**src/rtl/mem_arbiter_pkg.sv**
```systemverilog
// Shared types and defaults for the single-port memory bus arbiter.
package mem_arbiter_pkg;

  localparam int unsigned ADDR_W_DEF = 32;
  localparam int unsigned DATA_W_DEF = 32;

  // Wide enough for any data width up to 512 bits; users slice the low bits.
  localparam int unsigned                STRB_MAX   = 64;
  localparam logic [STRB_MAX-1:0] INST_WSTRB = {STRB_MAX{1'b1}};

  typedef enum logic [2:0] {
    ST_IDLE      = 3'd0,
    ST_DATA_ADDR = 3'd1,
    ST_DATA_WAIT = 3'd2,
    ST_INST_ADDR = 3'd3,
    ST_INST_WAIT = 3'd4
  } state_e;

endpackage

```
**src/rtl/mem_arbiter_ibuf.sv**
```systemverilog
// One-entry instruction buffer (valid, word address, data) for the arbiter.
// Only instantiated when MEM_ARBITER_IBUF_EN is defined.
module mem_arbiter_ibuf
  import mem_arbiter_pkg::*;
#(
  parameter int ADDR_W = ADDR_W_DEF,
  parameter int DATA_W = DATA_W_DEF
) (
  input  logic              clk,
  input  logic              rst,
  input  logic              i_fill,
  input  logic              i_inv,
  input  logic [ADDR_W-3:0] i_bus_word,
  input  logic [DATA_W-1:0] i_fill_data,
  input  logic              i_req,
  input  logic [ADDR_W-3:0] i_word,
  output logic              o_hit,
  output logic [DATA_W-1:0] o_data
);

  logic              r_valid;
  logic [ADDR_W-3:0] r_word;
  logic [DATA_W-1:0] r_data;

  // Buffer fill on fetch completion; a store to the buffered word invalidates it.
  always_ff @(posedge clk) begin
    if (rst) begin
      r_valid <= 1'b0;
      r_word  <= '0;
      r_data  <= '0;
    end else if (i_fill) begin
      r_valid <= 1'b1;
      r_word  <= i_bus_word;
      r_data  <= i_fill_data;
    end else if (i_inv && r_valid && (i_bus_word == r_word)) begin
      r_valid <= 1'b0;
    end
  end

  assign o_hit  = i_req & r_valid & (i_word == r_word);
  assign o_data = r_data;

endmodule

```
**src/rtl/mem_arbiter.sv**
```systemverilog
// Serialises instruction fetch and data access onto one SRAM-style bus.
// Define MEM_ARBITER_IBUF_EN to add a one-entry instruction buffer.
module mem_arbiter
  import mem_arbiter_pkg::*;
#(
  parameter int ADDR_W = ADDR_W_DEF,
  parameter int DATA_W = DATA_W_DEF
) (
  input  logic                clk,
  input  logic                rst,
  input  logic                cpu_stall,
  input  logic                inst_req,
  input  logic [ADDR_W-1:0]   inst_addr,
  output logic [DATA_W-1:0]   inst_rdata,
  output logic                stallreq_from_if,
  input  logic                data_req,
  input  logic                data_wr,
  input  logic [DATA_W/8-1:0] data_sel,
  input  logic [ADDR_W-1:0]   data_addr,
  input  logic [DATA_W-1:0]   data_wdata,
  output logic [DATA_W-1:0]   data_rdata,
  output logic                stallreq_from_mem,
  output logic                bus_req,
  output logic                bus_wr,
  output logic [DATA_W/8-1:0] bus_wstrb,
  output logic [ADDR_W-1:0]   bus_addr,
  output logic [DATA_W-1:0]   bus_wdata,
  input  logic                bus_addr_ok,
  input  logic                bus_data_ok,
  input  logic [DATA_W-1:0]   bus_rdata
);

  localparam int STRB_W = DATA_W / 8;

  state_e            r_state;
  logic              r_inst_done;
  logic              r_data_done;
  logic [DATA_W-1:0] r_inst_rdata;
  logic [DATA_W-1:0] r_data_rdata;
  logic              r_bus_req;
  logic              r_bus_wr;
  logic [STRB_W-1:0] r_bus_wstrb;
  logic [ADDR_W-1:0] r_bus_addr;
  logic [DATA_W-1:0] r_bus_wdata;

  logic w_ibuf_hit;
  logic w_inst_pend;
  logic w_data_pend;

`ifdef MEM_ARBITER_IBUF_EN
  logic              w_ibuf_fill;
  logic              w_ibuf_inv;
  logic [DATA_W-1:0] w_ibuf_data;

  assign w_ibuf_fill = (r_state == ST_INST_WAIT) & bus_data_ok;
  assign w_ibuf_inv  = (r_state == ST_DATA_ADDR) & bus_addr_ok & r_bus_wr;

  mem_arbiter_ibuf #(
    .ADDR_W(ADDR_W),
    .DATA_W(DATA_W)
  ) u_ibuf (
    .clk        (clk),
    .rst        (rst),
    .i_fill     (w_ibuf_fill),
    .i_inv      (w_ibuf_inv),
    .i_bus_word (r_bus_addr[ADDR_W-1:2]),
    .i_fill_data(bus_rdata),
    .i_req      (inst_req),
    .i_word     (inst_addr[ADDR_W-1:2]),
    .o_hit      (w_ibuf_hit),
    .o_data     (w_ibuf_data)
  );

  assign inst_rdata = w_ibuf_hit ? w_ibuf_data : r_inst_rdata;
`else
  assign w_ibuf_hit = 1'b0;
  assign inst_rdata = r_inst_rdata;
`endif

  assign w_inst_pend       = inst_req & ~r_inst_done & ~w_ibuf_hit;
  assign w_data_pend       = data_req & ~r_data_done;
  assign stallreq_from_if  = w_inst_pend;
  assign stallreq_from_mem = w_data_pend;

  assign data_rdata = r_data_rdata;
  assign bus_req    = r_bus_req;
  assign bus_wr     = r_bus_wr;
  assign bus_wstrb  = r_bus_wstrb;
  assign bus_addr   = r_bus_addr;
  assign bus_wdata  = r_bus_wdata;

  // Arbiter FSM with registered bus outputs, done flags and response latches.
  always_ff @(posedge clk) begin
    if (rst) begin
      r_state      <= ST_IDLE;
      r_inst_done  <= 1'b0;
      r_data_done  <= 1'b0;
      r_inst_rdata <= '0;
      r_data_rdata <= '0;
      r_bus_req    <= 1'b0;
      r_bus_wr     <= 1'b0;
      r_bus_wstrb  <= '0;
      r_bus_addr   <= '0;
      r_bus_wdata  <= '0;
    end else begin
      // An advancing edge clears both flags; a completion below overrides its own.
      if (!cpu_stall) begin
        r_inst_done <= 1'b0;
        r_data_done <= 1'b0;
      end
      case (r_state)
        ST_IDLE: begin
          if (w_data_pend) begin
            r_state     <= ST_DATA_ADDR;
            r_bus_req   <= 1'b1;
            r_bus_wr    <= data_wr;
            r_bus_wstrb <= data_sel;
            r_bus_addr  <= data_addr;
            r_bus_wdata <= data_wdata;
          end else if (w_inst_pend) begin
            r_state     <= ST_INST_ADDR;
            r_bus_req   <= 1'b1;
            r_bus_wr    <= 1'b0;
            r_bus_wstrb <= INST_WSTRB[STRB_W-1:0];
            r_bus_addr  <= inst_addr;
            r_bus_wdata <= '0;
          end
        end
        ST_DATA_ADDR: begin
          if (bus_addr_ok) begin
            r_state   <= ST_DATA_WAIT;
            r_bus_req <= 1'b0;
          end
        end
        ST_DATA_WAIT: begin
          if (bus_data_ok) begin
            r_data_done <= 1'b1;
            if (!r_bus_wr) begin
              r_data_rdata <= bus_rdata;
            end
            if (w_inst_pend) begin
              r_state     <= ST_INST_ADDR;
              r_bus_req   <= 1'b1;
              r_bus_wr    <= 1'b0;
              r_bus_wstrb <= INST_WSTRB[STRB_W-1:0];
              r_bus_addr  <= inst_addr;
              r_bus_wdata <= '0;
            end else begin
              r_state <= ST_IDLE;
            end
          end
        end
        ST_INST_ADDR: begin
          if (bus_addr_ok) begin
            r_state   <= ST_INST_WAIT;
            r_bus_req <= 1'b0;
          end
        end
        ST_INST_WAIT: begin
          if (bus_data_ok) begin
            r_inst_rdata <= bus_rdata;
            r_inst_done  <= 1'b1;
            r_state      <= ST_IDLE;
          end
        end
        default: begin
          r_state   <= ST_IDLE;
          r_bus_req <= 1'b0;
        end
      endcase
    end
  end

endmodule

```
**config.mk**
```make
export PLATFORM = sky130hd
export DESIGN_NAME = mem_arbiter
export DESIGN_NICKNAME = d
export VERILOG_FILES = /design/src/rtl/mem_arbiter_pkg.sv /design/src/rtl/mem_arbiter_ibuf.sv /design/src/rtl/mem_arbiter.sv
export SDC_FILE = /design/constraint.sdc
export NUM_CORES = 1
export LEC_CHECK = 0
export CORE_MARGIN = 2
export CORE_UTILIZATION = 43
export CTS_CLUSTER_SIZE = 14
export DETAILED_ROUTE_END_ITERATION = 7
export PLACE_DENSITY = 0.83
export SLEW_MARGIN = 20
export SYNTH_ARGS = -nofsm -noshare
export SYNTH_HDL_FRONTEND = slang
export SYNTH_SLANG_ARGS = --single-unit
```
**constraint.sdc**
```tcl
create_clock -name clk -period 4.6 [get_ports clk]
set_input_delay 0.46 -clock clk [delete_from_list [all_inputs] [get_ports clk]]
set_output_delay 0.46 -clock clk [all_outputs]
set_load 0.02 [all_outputs]
```
Word-level counts from Yosys, hierarchy flattened
Index checks and enable logic that the tools add are counted.
W data, S select, Z words.
{ "op_classes": {"mux": 35, "reduce_logical": 8, "n_eq_ne": 10, "n_bitwise": 6} }
{ "op_table": {"columns": ["op", "count"], "rows": [
  ["$mux W32", 6],
  ["$pmux W32 S2", 2],
  ["$mux W3", 6],
  ["$pmux W3 S5", 1],
  ["$mux W1", 13],
  ["$mux W4", 3],
  ["$ne A2 B2 Y1 const B", 4],
  ["$pmux W4 S2", 1],
  ["$eq A3 B2 Y1 const B", 2],
  ["$reduce_and A3 Y1", 2],
  ["$reduce_and A5 Y1", 1],
  ["$not A1 Y1", 4],
  ["$pmux W1 S4", 1],
  ["$reduce_and A2 Y1", 2],
  ["$eq A3 B1 Y1 const B", 1],
  ["$eq A3 B3 Y1 const B", 1],
  ["$logic_not A3 Y1", 1],
  ["$ne A3 B3 Y1 const B", 1],
  ["$and A1 B1 Y1", 2],
  ["$mux W2", 1],
  ["$ne A2 B1 Y1 const B", 1],
  ["$pmux W1 S2", 1],
  ["$reduce_bool A2 Y1", 1],
  ["$reduce_or A2 Y1", 1]
]} }
{ "totals": {"output_inout_bits": 136, "elab_cells": 69, "input_bits": 140, "ff_bits": 139} }

Logic depth before layout (Yosys ltp)
{ "logic_depth": {"depth_word": 5, "depth_mapped": 7, "ltp_nobuf": 5} }

Least setup slack after synthesis
Ideal clock, no wire load.
{ "synth_timing": {"kind": "input to register", "startpoint": "input port inst_req", "endpoint": "register r_bus_addr[10], in the netlist bus_addr[10]", "required_time_ns": 4.511, "n_path_buf": 2, "arrival_ns": 1.585, "setup_ns": 0.089, "slack_ns": 2.927, "cell_stages": 7, "cell_sequence": "nand2b_2 -> inv_1 -> and3_1 -> or2_1 -> buf_4 -> buf_4 -> a311oi_2"} }
{ "synth_via": {"elab_chain_len": 4, "elab_cells_between_ends": 5, "cone_classes": "mux: 4; bitwise: 1"} }
{ "synth_rtl": {"columns": ["item", "line", "source"], "rows": [
  ["start, declared", "mem_arbiter.sv:12", "input logic inst_req,"],
  ["$and A1 B1 Y1 *", "mem_arbiter.sv:80", "assign w_inst_pend = inst_req & ~r_inst_done & ~w_ibuf_hit;"],
  ["via stallreq_from_if", "mem_arbiter.sv:15", "output logic stallreq_from_if,"],
  ["$mux W32 *", null, null],
  ["$mux W32 (on tied branches)", null, null],
  ["$pmux W32 S2 *", null, null],
  ["end signal, assigned", "mem_arbiter.sv:118", "r_bus_addr <= data_addr;"],
  ["end signal, assigned", "mem_arbiter.sv:125", "r_bus_addr <= inst_addr;"],
  ["end signal, assigned", "mem_arbiter.sv:146", "r_bus_addr <= inst_addr;"],
  ["end, declared", "mem_arbiter.sv:43", "logic [ADDR_W-1:0] r_bus_addr;"]
]} }
The timed path passes the listed nets; every way through them passes the cells marked *. The select of a mux whose other input is x is not followed.
A chain may end at the register's enable or synchronous reset.

Worst setup path in the final report
{ "layout_timing": {"startpoint": "input port data_req", "endpoint": "register r_bus_addr[27], in the netlist bus_addr[27]"} }
{ "layout_via": {"elab_chain_len": 3} }
{ "layout_rtl": {"columns": ["item", "line", "source"], "rows": [
  ["start, declared", "mem_arbiter.sv:16", "input logic data_req,"],
  ["$and A1 B1 Y1", "mem_arbiter.sv:81", "assign w_data_pend = data_req & ~r_data_done;"],
  ["$mux W32", "mem_arbiter.sv:113", "if (w_data_pend) begin"],
  ["$pmux W32 S2", "mem_arbiter.sv:111", "case (r_state)"]
]} }
No other way between the ends.

==> metrics.txt <==
Routed Antenna Nets=0; WS Path Type=primary input to flop; Placed Area=0.008130 mm2; number of buffers and inverters on the critical path=3; total negative setup slack=0 ns; delay-heaviest family, CP=buffers and inverters; Tightest Pin Transition=0.9050 ns; Clock Path Buffers=2; initial DRC count=334; main combinational cell family by area after synthesis=compound AO/OA/AOI/OAI gates; overall routing resource usage=24.92%; Clk Tree Root Cell=clkbuf_16; FMAX=0.4081 GHz; Synth Area in XOR/XNOR=0%; Critical Path RT=4.85 ns; wire per inst=16.81 um; Clock Power Share=36.4%; cell count after synthesis=603; maximum vdd drop=0.2063 mV; Detailed Routing Iterations Pass 1=5; Rel. slew slack=39.67%; Lkg Pwr=3.085 nW; row cnt=41; part of the power in combinational logic=25.1%; period utilization=53.27%; most frequent cells in the layout=clkdlybuf4s50_1 (274), nand2_1 (195), dfxtp_1 (139), a21oi_1 (67), nor3_1 (44); Adder-Cell Fraction of Synth Area=0%; fraction of layout cells with a size suffix above 1=9.375%; Post-CTS Setup Inserts=0; Crit path top cell by count=buf_4; Avg Vias per Cell=5.246; Seq/Total Area, Yosys=51.07%; max_cap viols=0; EDFF count, synth=0; NetSw=1.077 mW; crit path cell chain=clkdlybuf4s50_1 > nand2b_4 > a2111oi_4 > buf_4 > or2_1 > buf_4 > a311oi_2; CP endpoint kind=flop; hold crit path type=flop to flop; WP data arrival=2.70 ns; hpwl dp=12,420 um; # port buffers=275; maximum level of the CTS H-tree=4; chip width=116.6 um; PostCTS Resize Cnt=0; #FFs+latches synth=139; Hold Fails Final Rpt=0; worst-path cell with the longest stage delay=clkdlybuf4s50_1; Ant. Diodes=0; Crit. Startpoint=data_req; CTS tree=done; Clock transition at path regs=0.06 ns; most common cell after layout, fill and taps aside=clkdlybuf4s50_1; Starting Density=43.53%; GRT overflow=0; outcome=finished clean; Final Hold Slack=0.4521 ns; Worst Skew=0.01040 ns; mapped cell area=0.005449 mm2; simple-gate share of the synthesized area=20.44%; final setup violation count=0; Syn Area/Cell=9.036 um2; core outline area=0.01252 mm2; P_int=2.546 mW; Crit Path Max Fanout=39; Post-synth top flop=dfxtp_1; YS warnings=0; cts bufs inserted=17; Async SR Flop Fraction=0%; Top Ports=276; Die Footprint=0.01359 mm2; multiplexer share of the synthesized area=0%; Power Density=414.9 mW/mm2; clk_lat worst skew=0.41 ns; Period minus WS final=2.450 ns; first-pass GRT wire length=26,410 um; sequential share of power=38.5%; area growth from synthesis to layout=60.23%; initial antenna violation count=0; Die Y=116.6 um; sw frac=29.73%; Max Slew Vio Count=0; vias=5,435; RSZ-0062 raised after global routing=no; largest net degree at the start of global routing=86; worst r2r src=r_state[2]; routability cong.=0.8234; Hold Path Origin=inst_rdata[2]; DRT Wirelength=17,420 um; Netlist cell types=37; Mapped Nets=743; Nets=992; hold_buf cts=0; clock sinks=139; vias in the first global route=5,573; Final Instance Area=0.008731 mm2; Critical Path Max Stage Delay=0.53 ns; type of origin of the critical path=primary input; Synth Area in Compound Gates=21.72%; DRC Markers=0
-- routing by layer --
metal | up-vias | GRT usage [%] | routed length [um]
met2 | 263 | 44.07 | 8899
met1 | 2541 | 27.08 | 6477
met5 | - | 0 | 0
li1 | 2591 | - | -
met3 | 40 | 9.030 | 1550
met4 | 0 | 10.20 | 486
-- area by class of cell --
class | count | area, um2
clock inverter | 14 | 146.4
inverter | 5 | 18.77
fill | 964 | 3786
sequential | 139 | 2783
timing repair buffer | 283 | 2818
clock buffer | 17 | 425.4
multi-input combinational | 406 | 2325
tap | 172 | 215.2
-- power groups by stage --
stage / Combinational (mW) / Clock, mW / Sequential (mW)
after CTS: 0.908 / 1.33 / 1.39
after global routing: 0.970 / 1.40 / 1.41
after detailed placement: 0.903 / 0 / 1.42
after global placement: 0.882 / 0 / 1.41
after floorplan: 0.410 / 0 / 1.53
final: 0.909 / 1.32 / 1.39
-- sequential cells by signal (all words and copies together) (netlist names) --
signal,cells
bus_addr,32
bus_req,1
bus_wdata,32
bus_wr,1
bus_wstrb,4
data_rdata,32
inst_rdata,32
r_data_done,1
r_inst_done,1
r_state,3
-- logic make-up after synthesis --
group,count (synthesis)
compound gates,141
buf+inv,58
flops,139
simple gates,265
-- cell usage after synthesis (2+ instances only) --
library cell    count  share of area, %
inv_1               5              0.34
a21oi_1            68               6.2
clkbuf_1           21               1.4
buf_2              14               1.3
buf_12              3               1.1
a311oi_1            2              0.32
dlymetal6s2s_1      2              0.46
nor3_1             44               4.0
dfxtp_1           139                51
buf_6               6               1.2
buf_4               6              0.83
nand2_1           195                13
and3_1              2              0.23
nand2b_1            2              0.23
a311oi_2           30               8.3
nor2_1             10              0.69
a22o_1             34               5.5
-- worst register-to-register path: stages (launching register included) --
cell      delay (ns)
dfxtp_1         0.42
nor2_2          0.38
and3_1          0.23
buf_4           0.38
or2_1           0.18
buf_4           0.42
a311oi_2        0.22
-- path summary, 6_finish.rpt --
check	endpoint	slack (ns)	depth (start not counted)
hold reg to reg	inst_rdata[2]	0.45	2
setup / recovery	bus_addr[27]	2.15	7
hold / removal	inst_rdata[2]	0.45	2
setup reg to reg	bus_addr[27]	2.21	6
-- metrics by stage --
step | utilization, % | setup WS [ns] | power (mW) | std cells
after floorplan | - | 2.927 | 1.938 | 603
after global placement | 64.94 | 1.825 | 2.296 | 1004
after detailed placement | 64.95 | 1.725 | 2.320 | 1004
after CTS | 69.52 | 2.076 | 3.636 | 1035
after global routing | 69.75 | 2.026 | 3.772 | 1036
final | 69.75 | 2.150 | 3.623 | 1036
Power figures use the tool's default switching activity.
